--- src/rtl/lcd_timing_monitor.sv ---
// Receive-side monitor for a parallel RGB565 LCD link: measures H/V timing,
// tracks lock, and re-emits the pixel stream with SOF/EOL markers and a frame checksum.

module lcd_timing_monitor #(
    parameter int CNT_W       = 12,
    parameter int HS_POL      = 0,
    parameter int VS_POL      = 0,
    parameter int LOCK_FRAMES = 3,
    parameter int TIMEOUT     = 4095
) (
    input  logic             PixelClk,
    input  logic             RST,
    input  logic             LCD_DE,
    input  logic             LCD_HSYNC,
    input  logic             LCD_VSYNC,
    input  logic [4:0]       LCD_R,
    input  logic [5:0]       LCD_G,
    input  logic [4:0]       LCD_B,
    output logic             PIX_VALID,
    output logic [15:0]      PIX_DATA,
    output logic             PIX_SOF,
    output logic             PIX_EOL,
    output logic [CNT_W-1:0] H_TOTAL,
    output logic [CNT_W-1:0] H_ACTIVE,
    output logic [CNT_W-1:0] V_TOTAL,
    output logic [CNT_W-1:0] V_ACTIVE,
    output logic [15:0]      FRAME_SUM,
    output logic             MEAS_VALID,
    output logic             LOCKED
);

    typedef enum logic [1:0] {IDLE, MEASURE, TRACK, LOCK} state_t;
    localparam int KEY_W = 4 * CNT_W;

    state_t             state_q, state_d;
    logic               de1_q, de1_d, hs1_q, hs1_d, vs1_q, vs1_d;
    logic               de2_q, de2_d, hs2_q, hs2_d, vs2_q, vs2_d;
    logic [15:0]        rgb1_q, rgb1_d, rgb2_q, rgb2_d;
    logic [CNT_W-1:0]   h_cnt_q, h_cnt_d, de_run_q, de_run_d;
    logic [CNT_W-1:0]   line_cnt_q, line_cnt_d, act_lines_q, act_lines_d;
    logic [15:0]        sum_q, sum_d, frame_sum_q, frame_sum_d;
    logic [CNT_W-1:0]   h_total_q, h_total_d, h_active_q, h_active_d;
    logic [CNT_W-1:0]   v_total_q, v_total_d, v_active_q, v_active_d;
    logic [CNT_W-1:0]   stable_q, stable_d;
    logic [KEY_W-1:0]   ref_q, ref_d, new_key;
    logic               hs_seen_q, hs_seen_d, sof_pend_q, sof_pend_d;
    logic               meas_valid_q, meas_valid_d, locked_q, locked_d;
    logic [CNT_W-1:0]   line_end, act_end;
    logic [15:0]        sum_end;
    logic               hs_lead, vs_lead, de_fall, timeout, pix_on;

    assign hs_lead = hs1_q & ~hs2_q;
    assign vs_lead = vs1_q & ~vs2_q;
    assign de_fall = de2_q & ~de1_q;
    assign timeout = (h_cnt_q >= CNT_W'(TIMEOUT));
    assign pix_on  = (state_q != IDLE);

    // Measurement counters, frame-boundary capture and the lock FSM next state.
    // Events coinciding with vs_lead are folded into the frame that is ending.
    always_comb begin
        de1_d        = LCD_DE;
        hs1_d        = (LCD_HSYNC == 1'(HS_POL));
        vs1_d        = (LCD_VSYNC == 1'(VS_POL));
        rgb1_d       = {LCD_R, LCD_G, LCD_B};
        de2_d        = de1_q;
        hs2_d        = hs1_q;
        vs2_d        = vs1_q;
        rgb2_d       = rgb1_q;
        h_cnt_d      = h_cnt_q;
        hs_seen_d    = hs_seen_q;
        de_run_d     = de_run_q;
        h_total_d    = h_total_q;
        h_active_d   = h_active_q;
        v_total_d    = v_total_q;
        v_active_d   = v_active_q;
        frame_sum_d  = frame_sum_q;
        meas_valid_d = 1'b0;
        state_d      = state_q;
        ref_d        = ref_q;
        stable_d     = stable_q;
        sof_pend_d   = sof_pend_q;

        line_end = line_cnt_q + CNT_W'(hs_lead);
        act_end  = act_lines_q + CNT_W'(de_fall);
        sum_end  = sum_q + (de1_q ? rgb1_q : 16'd0);

        if (hs_lead) begin
            h_cnt_d   = '0;
            hs_seen_d = 1'b1;
            if (hs_seen_q) h_total_d = h_cnt_q + CNT_W'(1);
        end else if (h_cnt_q != '1) begin
            h_cnt_d = h_cnt_q + CNT_W'(1);
        end

        if (de1_q && de_run_q != '1) de_run_d = de_run_q + CNT_W'(1);
        if (de_fall) begin
            h_active_d = de_run_q;
            de_run_d   = '0;
        end

        line_cnt_d  = line_end;
        act_lines_d = act_end;
        sum_d       = sum_end;
        new_key     = {h_total_d, h_active_d, line_end, act_end};

        if (PIX_VALID) sof_pend_d = 1'b0;

        if (vs_lead) begin
            line_cnt_d  = '0;
            act_lines_d = '0;
            sum_d       = '0;
            sof_pend_d  = 1'b1;
        end

        if (vs_lead && !timeout) begin
            if (state_q != IDLE) begin
                v_total_d    = line_end;
                v_active_d   = act_end;
                frame_sum_d  = sum_end;
                meas_valid_d = 1'b1;
            end
            case (state_q)
                IDLE: state_d = MEASURE;
                MEASURE: begin
                    ref_d    = new_key;
                    stable_d = CNT_W'(1);
                    state_d  = TRACK;
                end
                TRACK: begin
                    if (new_key == ref_q) begin
                        stable_d = stable_q + CNT_W'(1);
                        if (stable_q + CNT_W'(1) >= CNT_W'(LOCK_FRAMES)) state_d = LOCK;
                    end else begin
                        ref_d    = new_key;
                        stable_d = CNT_W'(1);
                    end
                end
                LOCK: begin
                    if (new_key != ref_q) begin
                        ref_d    = new_key;
                        stable_d = CNT_W'(1);
                        state_d  = TRACK;
                    end
                end
                default: state_d = IDLE;
            endcase
        end

        // Losing HSYNC abandons tracking; captured measurements are left intact.
        if (timeout) begin
            state_d    = IDLE;
            stable_d   = '0;
            hs_seen_d  = 1'b0;
            sof_pend_d = 1'b0;
        end

        locked_d = (state_d == LOCK);
    end

    always_ff @(posedge PixelClk) begin
        if (RST) begin
            state_q      <= IDLE;
            de1_q        <= 1'b0;
            hs1_q        <= 1'b0;
            vs1_q        <= 1'b0;
            rgb1_q       <= '0;
            de2_q        <= 1'b0;
            hs2_q        <= 1'b0;
            vs2_q        <= 1'b0;
            rgb2_q       <= '0;
            h_cnt_q      <= '0;
            hs_seen_q    <= 1'b0;
            de_run_q     <= '0;
            line_cnt_q   <= '0;
            act_lines_q  <= '0;
            sum_q        <= '0;
            h_total_q    <= '0;
            h_active_q   <= '0;
            v_total_q    <= '0;
            v_active_q   <= '0;
            frame_sum_q  <= '0;
            meas_valid_q <= 1'b0;
            locked_q     <= 1'b0;
            ref_q        <= '0;
            stable_q     <= '0;
            sof_pend_q   <= 1'b0;
        end else begin
            state_q      <= state_d;
            de1_q        <= de1_d;
            hs1_q        <= hs1_d;
            vs1_q        <= vs1_d;
            rgb1_q       <= rgb1_d;
            de2_q        <= de2_d;
            hs2_q        <= hs2_d;
            vs2_q        <= vs2_d;
            rgb2_q       <= rgb2_d;
            h_cnt_q      <= h_cnt_d;
            hs_seen_q    <= hs_seen_d;
            de_run_q     <= de_run_d;
            line_cnt_q   <= line_cnt_d;
            act_lines_q  <= act_lines_d;
            sum_q        <= sum_d;
            h_total_q    <= h_total_d;
            h_active_q   <= h_active_d;
            v_total_q    <= v_total_d;
            v_active_q   <= v_active_d;
            frame_sum_q  <= frame_sum_d;
            meas_valid_q <= meas_valid_d;
            locked_q     <= locked_d;
            ref_q        <= ref_d;
            stable_q     <= stable_d;
            sof_pend_q   <= sof_pend_d;
        end
    end

    assign PIX_VALID  = de2_q & pix_on;
    assign PIX_DATA   = pix_on ? rgb2_q : 16'd0;
    assign PIX_EOL    = de_fall & pix_on;
    assign PIX_SOF    = PIX_VALID & sof_pend_q;
    assign H_TOTAL    = h_total_q;
    assign H_ACTIVE   = h_active_q;
    assign V_TOTAL    = v_total_q;
    assign V_ACTIVE   = v_active_q;
    assign FRAME_SUM  = frame_sum_q;
    assign MEAS_VALID = meas_valid_q;
    assign LOCKED     = locked_q;

endmodule

--- config.mk ---
export PLATFORM = sky130hd
export DESIGN_NAME = lcd_timing_monitor
export DESIGN_NICKNAME = d
export VERILOG_FILES = /design/src/rtl/lcd_timing_monitor.sv
export SDC_FILE = /design/constraint.sdc
export NUM_CORES = 1
export LEC_CHECK = 0
export BUFFER_PORTS_ARGS = -buffer_cell sky130_fd_sc_hd__buf_2
export CAP_MARGIN = 30
export CORE_AREA = 2 2 112 169
export CTS_BUF_LIST = sky130_fd_sc_hd__clkbuf_8
export DETAILED_ROUTE_END_ITERATION = 10
export DIE_AREA = 0 0 114 171
export HOLD_SLACK_MARGIN = 0.12
export PLACE_DENSITY = 0.83
export SLEW_MARGIN = 20
export SYNTH_ARGS = -nofsm -noshare
export SYNTH_HDL_FRONTEND = slang
export SYNTH_SLANG_ARGS = --single-unit
--- constraint.sdc ---
create_clock -name PixelClk -period 8.9 [get_ports PixelClk]
set_input_delay 1.78 -clock PixelClk [delete_from_list [all_inputs] [get_ports PixelClk]]
set_output_delay 1.78 -clock PixelClk [all_outputs]
set_load 0.01 [all_outputs]
# Word level (Yosys, flattened, before mapping)
# Cells that the tools add are included.
[word_totals] ff_bits=232 inputBits=21 output_inout_bits=85 elab_cells=90
[classes] addsub=6 order_cmp=2 eq_ne=10 n_mux=20 bitwise_logic=12 n_reduce_logical=15
[ops] operator="$pmux W48 S3" n=1
[ops] operator="$mux W48" n=2
[ops] operator="$mux W12" n=5
[ops] operator="$eq A48 B48 Y1" n=1
[ops] operator="$ne A48 B48 Y1" n=1
[ops] operator="$add A12 B1 Y12 const B" n=3
[ops] operator="$pmux W12 S3" n=1
[ops] operator="$mux W16" n=2
[ops] operator="$add A12 B1 Y12" n=2
[ops] operator="$ne A12 B12 Y1 const B" n=2
[ops] operator="$add A16 B16 Y16" n=1
[ops] operator="$ge A12 B12 Y1 const B" n=1
[ops] operator="$ge A12 B2 Y1 const B" n=1
[ops] operator="$mux W2" n=5
[ops] operator="$reduce_or A2 Y1" n=5
[ops] operator="$pmux W2 S4" n=1
[ops] operator="$and A1 B1 Y1" n=6
[ops] operator="$eq A2 B2 Y1 const B" n=3
[ops] operator="$not A1 Y1" n=6
[ops] operator="$ne A2 B2 Y1 const B" n=2
[ops] operator="$reduce_and A4 Y1" n=1
[ops] operator="$reduce_bool A2 Y1" n=2
[ops] operator="$mux W1" n=3
[ops] operator="$reduce_and A3 Y1" n=1
[ops] operator="6 further kinds" n=7

# Depth between registers and ports, before layout
# Gate-level depths: netlist of run 1.
[logic_depth] ltp_word=9 mapped_depth=18 ltp_nobuf=13

# Least setup slack after synthesis of run 1
# No wires, ideal clock.
[synth_timing] kind="register to register" start="register de1_q" end="register ref_q[0]" setup_ns=0.116 arrival_time_ns=3.945 required_ns=8.784 slack_ns=4.839 path_stages_with_launch=18 path_buffers=5 cell_sequence="dfxtp_1 nand2b_1 buf_2 inv_1 buf_2 ha_1 ha_1 nand3_1 xor2_1 o22ai_1 or4_1 or4_1 or4_1 buf_2 and2_4 buf_6 buf_6 a31o_1"
[synth_between] elab_chain_cells=6 word_cells_on_any_way=12 classes_between="add/sub: 1; eq/ne: 4; mux: 4; bitwise: 2; reduce/logical: 1"
[synth_rtl] item="from (decl)" line_no="36" rtl="logic de1_q, de1_d, hs1_q, hs1_d, vs1_q, vs1_d;"
[synth_rtl] item="from (signal assigned)" line_no="163" rtl="de1_q <= 1'b0;"
[synth_rtl] item="from (signal assigned)" line_no="189" rtl="de1_q <= de1_d;"
[synth_rtl] item="$not A1 Y1 (*)" line_no="54" rtl="assign de_fall = de2_q & ~de1_q;"
[synth_rtl] item="$and A1 B1 Y1 (*)" line_no="54"
[synth_rtl] item="$add A12 B1 Y12 / $mux W12 (equally long branches)" line_no="84, 96"
[synth_rtl] item="$eq A48 B48 Y1 / $ne A48 B48 Y1 (equally long branches)" line_no="130, 139"
[synth_rtl] item="$ne A2 B2 Y1 (no source line)"
[synth_rtl] item="$reduce_and A4 Y1 (no source line)"
[synth_rtl] item="to (signal assigned)" line_no="210" rtl="ref_q <= ref_d;"
[synth_rtl] item="to (decl)" line_no="45" rtl="logic [KEY_W-1:0] ref_q, ref_d, new_key;"
# Mark *: on every way between the ends. The rest lies on a longest branch, timed or not. The select of a mux whose other input is x is not followed.
# A chain may end at the register's enable or synchronous reset.

# Worst setup path after layout of run 1
[layout_timing] start="register de1_q" end="register ref_q[8]"
# The elaborated chain is that of the path after synthesis.

==> reports/qor.csv, run 1 <==
metric,value,unit
global route hottest layer,met2,
Startpoint Class,flip-flop,
Yosys warning count,0,
grt total ovfl,0,
post-route ant nets,0,
Tmin final,6308,ps
Seq cells post-synth,232,
Worst Setup Path Type,flip-flop to flip-flop,
"slowest stage cell, crit path",or4_2,
sequential share of the synthesized area,43.70,%
drt pass-1 iters,5,
Clock transition at path regs,70,ps
HP Start,V_TOTAL[0],
CP arrival,6730,ps
Die Height,171,um
initial antenna violation count,0,
starting density of the core,58.51,%
vias in the first global route,8864,
critical path peak fanout,50,
placed insts,1483,
status,"complete, no violations",
clk_lat worst skew,510,ps
GR Util met2,49.22,%
final setup TNS,0,ps
Total Wirelength,27370,um
syn_nets,1280,
Final Cycle Share,70.88,%
CTS hold repair buffers,0,
Power Density,174.7,mW/mm2
Post-Syn Area,0.01063,mm2
first-pass GRT wire length,43390,um
register-to-register setup slack,2590,ps
DRC marker count from the first detailed-route iteration,612,
Tot Pwr,2066,uW
Synth Flop Type,dfxtp_1,
met1 usage,29.68,%
vias per inst,6.012,
worst min path class,flip-flop to flip-flop,
n_diodes,0,
DIE AREA,0.01949,mm2
Die X,114,um
input/output buffers,105,
H-tree depth,2,
max-cap viol count,0,
CTS tree,built,
Routability Congestion,0.9840,
"EDFF count, synth",0,
Place WS,2661,ps
Reg2Reg Capture Point,ref_q[8],
Worst Clk Skew,25.71,ps
WHS,456.1,ps
clk root buf,clkbuf_8,
r2r worst-path depth,13,
CTS sink cnt,232,
final std cells w/o fill,1546,
core box area,0.01816,mm2
Post-Synthesis Cells,1235,
TritonCTS buffer count,35,
CP required,9320,ps
worst slew pin tran,1034,ps
Final HPWL DP,19100,um
max frequency,158.5,MHz
PnR worst setup slack,2592,ps
RSZ-0062 raised after global routing,false,
Remaining DRCs,0,
drt wl/cell,17.70,um
LEAKAGE,0.004766,uW
crit path cell chain,"nand2b_1, inv_1, ha_1, ha_1, nand3_1, xor2_1, o22ai_1, or4_1, or4_1, or4_2, buf_4, and2_4, a211oi_1",
clk buf depth,3,
P&R area growth vs syn,11.28,%
Final #Nets,1345,
# Post-CTS Setup Buffers,0,
Resize count post-CTS,0,
crit end category,flip-flop,
final-report setup violation count,0,
"Slew Viols, Final",0,
met3 usage,4.782,%
largest net degree at the start of global routing,69,
Hold Crit Depth,2,
share of layout cells above drive strength 1,15.08,%
IO Count,106,
Slew headroom,29.31,%
# rows,61,
vias,9295,
syn avg cell area,8.605,um2
Crit path largest cell delay,1050,ps
hold path endpoint,V_TOTAL[0],
RR Startpoint,de1_q,
final hold vios,0,
Yosys cell types,66,
GRT Total Usage,27.41,%
Peak VDD IR,0.1330,mV
async set-reset flop share out of synthesis,0,%
## critical path, delay by kind of cell, from the launching register on
family | cells | cell delay [ps]
AO/OA/AOI/OAI | 2 | 450
XOR/XNOR | 1 | 360
AND/OR/NAND/NOR | 6 | 3300
buffers and inverters | 2 | 810
adder cells (fa/ha/maj) | 2 | 570
flip-flops | 1 | 690
## where the power goes
| part | internal (uW) | switching [uW] |
|---|---|---|
| clock | 448 | 409 |
| sequential | 1060 | 19.2 |
| combinational | 47.0 | 81.0 |
## how the worst max path moves through the flow
stage	from	to	slack, ps	cells after the start
CTS	de1_q	ref_q[9]	2640	13
global route	de1_q	ref_q[8]	2240	13
global placement	de1_q	ref_q[12]	2780	13
detailed placement	de1_q	ref_q[8]	2660	13
finish	de1_q	ref_q[8]	2590	13
floorplan	de1_q	ref_q[0]	4840	17
## layer usage
metal,vias up,part of all wire (%)
met5,-,0
met4,0,6.0
met3,110,6.4
met2,364,51
met1,4353,37
li1,4468,-
## layout by cell type, fill, tap and decap left out, types with 7 or more instances in the layout
master,instances
dfxtp_1,232
nor2_1,141
buf_2,104
a21oi_1,88
nand2_1,82
nand3_1,64
and2_1,49
xnor2_1,46
a211oi_1,45
clkbuf_8,44
inv_1,43
nor2b_1,40
xor2_1,35
o21ai_0,35
ha_1,23
nor3_1,17
nand4_1,17
or3_1,15
mux2i_1,12
a31oi_1,12
a21o_1,12
and3_1,11
a211oi_2,10
or4_1,9
o22ai_1,8
clkinv_2,8
buf_4,8
or2_2,7
## synthesized netlist by cell type (all sizes together) (13+ instances only)
master | number | area [um2]
dfxtp | 232 | 4644
nor2 | 141 | 529.3
a21oi | 88 | 440.4
nand2 | 83 | 314.1
nand3 | 64 | 320.3
clkbuf | 59 | 221.5
a211oi | 55 | 462.9
and2 | 50 | 315.3
xnor2 | 46 | 402.9
nor2b | 40 | 250.2
o21ai | 40 | 200.2
xor2 | 35 | 306.5
inv | 33 | 123.9
buf | 25 | 138.9
ha | 23 | 287.8
nand4 | 17 | 106.4
nor3 | 17 | 85.08
or3 | 15 | 93.84
a31oi | 13 | 81.33
## cell families (layout without fill, tap and decap cells)
group           Yosys count  count (layout)  synth area share [%]
xor+xnor                 81              81                 6.675
simple gates            493             493                 23.49
compound gates          275             275                 17.45
mux                      13              13                 1.236
fa+ha+maj                24              24                 2.896
buf+inv                 117             208                 4.556
flops                   232             232                 43.70
## cell type report
class / instances / area (um2)
inverters: 33 / 123.9
repair buffers: 112 / 580.6
clock buffers: 44 / 605.6
well taps: 220 / 275.3
multi-input cells: 886 / 5512
fillers: 1488 / 6339
clock inverters: 19 / 85.08
flip-flops and latches: 232 / 4644
## state kept, by name, summed over array words and instances, names as in the netlist, 2 cells and up
signal and flops:
FRAME_SUM 16, H_ACTIVE 12, H_TOTAL 12, V_ACTIVE 12, V_TOTAL 12, act_lines_q 12, de_run_q 12, h_cnt_q 12
line_cnt_q 12, ref_q 48, rgb1_q 16, rgb2_q 16, stable_q 12, state_q 2, sum_q 16
## per-stage QoR
| step | utilization [%] | area (um2) |
|---|---|---|
| 6_report | 65.11 | 11830 |
| 2_1_floorplan | - | 10630 |
| 5_1_grt | 65.11 | 11830 |
| 4_1_cts | 65.11 | 11830 |
| 3_5_place_dp | 61.30 | 11140 |
| 3_3_place_gp | 61.30 | 11140 |
(Power assumes the default switching activity.)
==> run 2, diff against run 1 <==
ABC_AREA = 1   (was not set)
CORE_AREA = 2 2 113 169   (was 2 2 112 169)
DIE_AREA = 0 0 115 171   (was 0 0 114 171)
clock period = 6.47 ns   (was 8.9 ns; I/O delays follow)
==> reports/qor.csv, run 2 <==
metric,value,unit,change
worst min path class,flip-flop to flip-flop,,
Reg area,0.004644,mm2,unchanged
worst slew pin tran,929.6,ps,-104.0 ps
final hold vios,0,,unchanged
n_diodes,0,,unchanged
share of the synthesized area in the top cell type,43.24,%,-0.46 points
Die Height,171,um,unchanged
CTS tree,built,,
share of layout cells above drive strength 1,12.23,%,-2.9 points
input/output buffers,105,,unchanged
most common cell in the netlist,nand2_1,,
CTS sink cnt,232,,unchanged
GRT Total Usage,24.77,%,-2.6 points
Worst Setup Path Type,flip-flop to flip-flop,,
CTS hold repair buffers,0,,unchanged
Yosys warning count,0,,unchanged
vias per inst,5.108,,-15%
most instantiated cells after synthesis,"nand2_1 (370), nor2_1 (256), inv_1 (238)",,
final-report setup violation count,0,,unchanged
number of flip-flops in the largest register,48,,unchanged
grt total ovfl,0,,unchanged
clk buf depth,3,,unchanged
"most common cell after layout, fill and taps aside",nand2_1,,
# Post-CTS Setup Buffers,0,,unchanged
syn_nets,1609,,+26%
max-cap viol count,0,,unchanged
Place WS,2205,ps,-456.8 ps
vias,9726,,+4.6%
Startpoint Class,flip-flop,,
Synth area leaders,"dfxtp_1 (43%), nand2_1 (13%), nor2_1 (8.9%)",,
Power Density,244.3,mW/mm2,+40%
largest net degree at the start of global routing,74,,+7.2%
most frequent cells in the layout,"nand2_1 (370), nor2_1 (254), inv_1 (249)",,
vias in the first global route,9393,,+6.0%
TritonCTS buffer count,37,,+5.7%
Peak VDD IR,0.1665,mV,+25%
# rows,61,,unchanged
Slew headroom,37.94,%,+8.6 points
LEAKAGE,0.005860,uW,+23%
starting density of the core,58.63,%,+0.13 points
Remaining DRCs,0,,unchanged
Post-Synthesis Cells,1564,,+27%
Die X,115,um,+0.88%
H-tree depth,2,,unchanged
DRC marker count from the first detailed-route iteration,500,,-18%
Clock transition at path regs,60,ps,about the same
"Slew Viols, Final",0,,unchanged
initial antenna violation count,0,,unchanged
Routability Congestion,0.8680,,-12%
clk root buf,clkbuf_8,,
sequential share of the synthesized area,43.24,%,-0.46 points
Tmin final,4306,ps,-2002 ps
drt wl/cell,12.69,um,-28%
area of the multi-input gates,0.004918,mm2,-11%
syn avg cell area,6.867,um2,-20%
Top reg by flops,ref_q,,
RSZ-0062 raised after global routing,false,,
async set-reset flop share out of synthesis,0,%,unchanged
DIE AREA,0.01967,mm2,+0.88%
Seq cells post-synth,232,,unchanged
Hold Crit Depth,2,,unchanged
CP arrival,4700,ps,-2030 ps
Final Cycle Share,66.55,%,-4.3 points
critical path peak fanout,54,,+8.0%
post-route ant nets,0,,unchanged
P&R area growth vs syn,12.36,%,
crit end category,flip-flop,,
Synth Flop Type,dfxtp_1,,
status,"complete, no violations",,
CP required,6870,ps,-2450 ps
"EDFF count, synth",0,,unchanged
Synth area leader,dfxtp_1,,
Final HPWL DP,16760,um,-12%
Yosys cell types,39,,-41%
fill cell count,1602,,+7.7%
core box area,0.01832,mm2,+0.84%
final setup TNS,0,ps,unchanged
PnR worst setup slack,2164,ps,-427.7 ps
max frequency,232.2,MHz,+47%
Worst Clk Skew,11.26,ps,-14.45 ps
first-pass GRT wire length,40410,um,-6.9%
drt pass-1 iters,7,,+2
Final #Nets,1706,,+27%
Total Wirelength,24170,um,-12%
IO Count,106,,unchanged
r2r worst-path depth,23,,+10
Post-Syn Area,0.01074,mm2,+1.1%
clk_lat worst skew,500,ps,about the same
Resize count post-CTS,0,,unchanged
## run 2: critical path: stages, from the launching register on
cell	delay (ps)
dfxtp_1	790
inv_2	90
nand2_2	450
inv_1	250
ha_1	290
ha_1	210
nand2_1	130
nor2_2	90
nand2_1	70
nand2_1	50
nand2_1	110
inv_2	60
nand2_1	50
nand2_1	40
nor2_1	80
nand2_1	50
nor2_1	80
nand2_1	70
nor2_2	150
nand3_2	120
nand2_4	360
inv_4	320
o21ai_1	220
inv_1	50
## run 2: final timing paths
check,startpoint,end,slack (ps)
worst max-delay path,de1_q,ref_q[14],2160
worst min-delay path,rgb1_q[0],rgb2_q[0],420
worst max register to register,de1_q,ref_q[14],2160
worst min register to register,rgb1_q[0],rgb2_q[0],420
## run 2: kinds of logic after synthesis
logic type                 count (synthesis)  synth area share, %
AOI/OAI and AO/OA                        180                8.993
buffers and inverters                    300                11.09
xor gates and xnor gates                  40                3.262
DFF                                      232                43.24
and+or+nand+nor                          788                30.55
adders and majority gates                 24                2.866
## run 2: report_power, final
| group | internal, uW | total [uW] | leakage (uW) | switching, uW |
|---|---|---|---|---|
| clock network | 667 | 1220 | 0.000418 | 557 |
| logic | 78.9 | 227 | 0.00356 | 148 |
| registers | 1470 | 1500 | 0.00188 | 26.9 |
| total | 2220 | 2950 | 0.00586 | 731 |
## run 2: metal layers
layer  vias to the layer above  GRT usage (%)  wire length, um
met5                         -              0                0
met4                         0          9.481              687
met3                        54          4.534             1292
met2                       233          47.14            12450
met1                      4419          26.59             9742
li1                       5020              -                -
## run 2: final cells by class
type / instances / area share, %
Timing Repair Buffer: 111 / 4.821
Multi-Input combinational cell: 1032 / 40.76
Clock inverter: 17 / 0.8191
Inverter: 247 / 7.703
Tap cell: 220 / 2.281
Sequential cell: 232 / 38.49
Clock buffer: 45 / 5.132
## run 2: through the flow
step	instances	util, %	hold WS [ps]	instance area, um2	power, uW
5_1_grt	1904	65.88	447.5	12070	3068
2_1_floorplan	1564	-	403.1	10740	1687
3_3_place_gp	1840	61.82	411.0	11320	1744
3_5_place_dp	1841	61.90	413.7	11340	1754
4_1_cts	1903	65.82	420.7	12060	2971
6_report	1904	65.88	422.4	12070	2948
==> run 3, diff against run 2 <==
clock period = 4 ns   (was 6.47 ns; I/O delays follow)
==> reports/qor.csv, run 3 (synthesis gave the netlist of run 2 again) <==
metric,value,unit,change
status,"complete, no violations",,
core box area,0.01832,mm2,unchanged
Crit path largest cell delay,370,ps,-420 ps
drt pass-1 iters,8,,+1
Tmin final,3671,ps,-634.9 ps
max-cap viol count,0,,unchanged
"Slew Viols, Final",0,,unchanged
Sw Ratio,25.04,%,+0.24 points
Reg area,0.004644,mm2,unchanged
input/output buffers,105,,unchanged
vias,9927,,+2.1%
final-report setup violation count,0,,unchanged
Worst Clk Skew,16.31,ps,+5.057 ps
crit path cell chain,"inv_1, nor2_1, ha_1, ha_1, nand3_1, nor2_2, nand3_1, nand2_1, nand2_1, nand2_1, nand2_1, nor2_1, nand3_1, nor2_2, nand3_2, inv_1, nand2_1, nand2_1, o21ai_1, inv_1",,
final hold vios,0,,unchanged
DIE AREA,0.01967,mm2,unchanged
final setup TNS,0,ps,unchanged
first-pass GRT wire length,42430,um,+5.0%
WHS,421.9,ps,-0.5550 ps
number of flip-flops in the largest register,48,,unchanged
Clk network pwr share,41.7,%,+0.2 points
clk_lat worst skew,520,ps,+20 ps
Tot Pwr,4791,uW,+63%
H-tree depth,2,,unchanged
Die Height,171,um,unchanged
RSZ-0062 raised after global routing,false,,
"most common cell after layout, fill and taps aside",nand2_1,,
clk buf depth,3,,unchanged
Final Cycle Share,91.77,%,+25 points
crit-path most repeated cell,nand2_1,,
TritonCTS buffer count,36,,-2.7%
n_diodes,0,,unchanged
Startpoint Class,flip-flop,,
Place WS,327.6,ps,-1877 ps
crit end category,flip-flop,,
worst min path class,flip-flop to flip-flop,,
IO Count,106,,unchanged
Remaining DRCs,0,,unchanged
DRC marker count from the first detailed-route iteration,560,,+12%
drt wl/cell,13.37,um,+5.3%
# rows,61,,unchanged
Final #Nets,1710,,+0.23%
fill cell count,1601,,-0.062%
P&R area growth vs syn,12.67,%,
area of the multi-input gates,0.004927,mm2,+0.18%
most frequent cells in the layout,"nand2_1 (370), nor2_1 (254), inv_1 (250)",,
Worst Setup Path Type,flip-flop to flip-flop,,
largest net degree at the start of global routing,73,,-1.4%
Peak VDD IR,0.3364,mV,+100%
Slew headroom,43.77,%,+5.8 points
PnR worst setup slack,329.1,ps,-1835 ps
post-route ant nets,0,,unchanged
starting density of the core,58.63,%,unchanged
share of layout cells above drive strength 1,12.43,%,+0.20 points
Clock transition at path regs,70,ps,about the same
LEAKAGE,0.005876,uW,+0.28%
CTS tree,built,,
switching pwr,1200,uW,+64%
"Core Util, Final",66.07,%,+0.18 points
Gate power share,7.8,%,about the same
CTS sink cnt,232,,unchanged
Total Wirelength,25520,um,+5.6%
Die X,115,um,unchanged
CP required,4470,ps,-2400 ps
Sequential Power Share,50.5,%,-0.3 points
vias per inst,5.200,,+1.8%
worst slew pin tran,842.2,ps,-87.41 ps
Top reg by flops,ref_q,,
vias in the first global route,9713,,+3.4%
P_int,3591,uW,+62%
Power Density,395.9,mW/mm2,+62%
# Post-CTS Setup Buffers,0,,unchanged
grt total ovfl,0,,unchanged
critical path peak fanout,12,,-78%
CTS hold repair buffers,0,,unchanged
Final HPWL DP,17360,um,+3.6%
GRT Total Usage,26.36,%,+1.6 points
clk root buf,clkbuf_8,,
initial antenna violation count,0,,unchanged
CP arrival,4140,ps,-560 ps
Routability Congestion,0.9511,,+9.6%
max frequency,272.4,MHz,+17%
"slowest stage cell, crit path",inv_1,,
run 3: changes by cell type in the layout (fill, tap and decap cells not counted):
| cell | delta |
|---|---|
| clkbuf_8 | -3 |
| buf_6 | -1 |
| clkinvlp_4 | +2 |
| bufinv_16 | +1 |
| buf_8 | -1 |
| nand2_8 | +1 |
| buf_4 | +7 |
| nand2_4 | -1 |
| inv_1 | +1 |
| inv_6 | -1 |
run 3: worst paths after layout:
path / cells after the start / slack (ps) / start / to
worst max-delay path: 20 / 330 / hs1_q / ref_q[5]
worst min-delay path: 2 / 420 / rgb1_q[0] / rgb2_q[0]
worst max register to register: 20 / 330 / hs1_q / ref_q[5]
worst min register to register: 2 / 420 / rgb1_q[0] / rgb2_q[0]
run 3: critical path: cells and delay by family, from the launching register on:
family                     cells  cell delay (ps)
AOI/OAI and AO/OA              1               80
adders and majority gates      2              560
buffers and inverters          3              500
DFF                            1              340
and+or+nand+nor               14             2150
run 3: layout make-up:
cell class / instances / share of cell area (%)
Tap cell: 220 / 2.275
Clock inverter: 20 / 1.148
Multi-Input combinational cell: 1032 / 40.72
Timing Repair Buffer: 116 / 5.025
Sequential cell: 232 / 38.38
Clock buffer: 42 / 4.777
Inverter: 247 / 7.682
run 3: routing by layer:
metal	part of all wire, %	GRT usage [%]
met4	4.3	14.04
met2	52	48.98
met3	5.1	3.826
met5	0	0
met1	39	28.29
run 3: timing repair:
item | CTS | global route
hold endpoints to repair | 0 | 0
gates resized for setup | 0 | 1
setup endpoints to repair | 0 | 17
run 3: power by group through the flow:
| stage | Combinational, uW | Clock (uW) | Sequential [uW] |
|---|---|---|---|
| floorplan | 262 | 0 | 2470 |
| global placement | 361 | 0 | 2470 |
| detailed placement | 372 | 0 | 2470 |
| CTS | 376 | 2030 | 2420 |
| global route | 425 | 2130 | 2420 |
| finish | 375 | 2000 | 2420 |
run 3: stage by stage:
stage	instance area, um2	std cells
6_report	12100	1909
5_1_grt	12100	1909
4_1_cts	12090	1909
3_5_place_dp	11380	1847
3_3_place_gp	11380	1847
2_1_floorplan	10740	1564
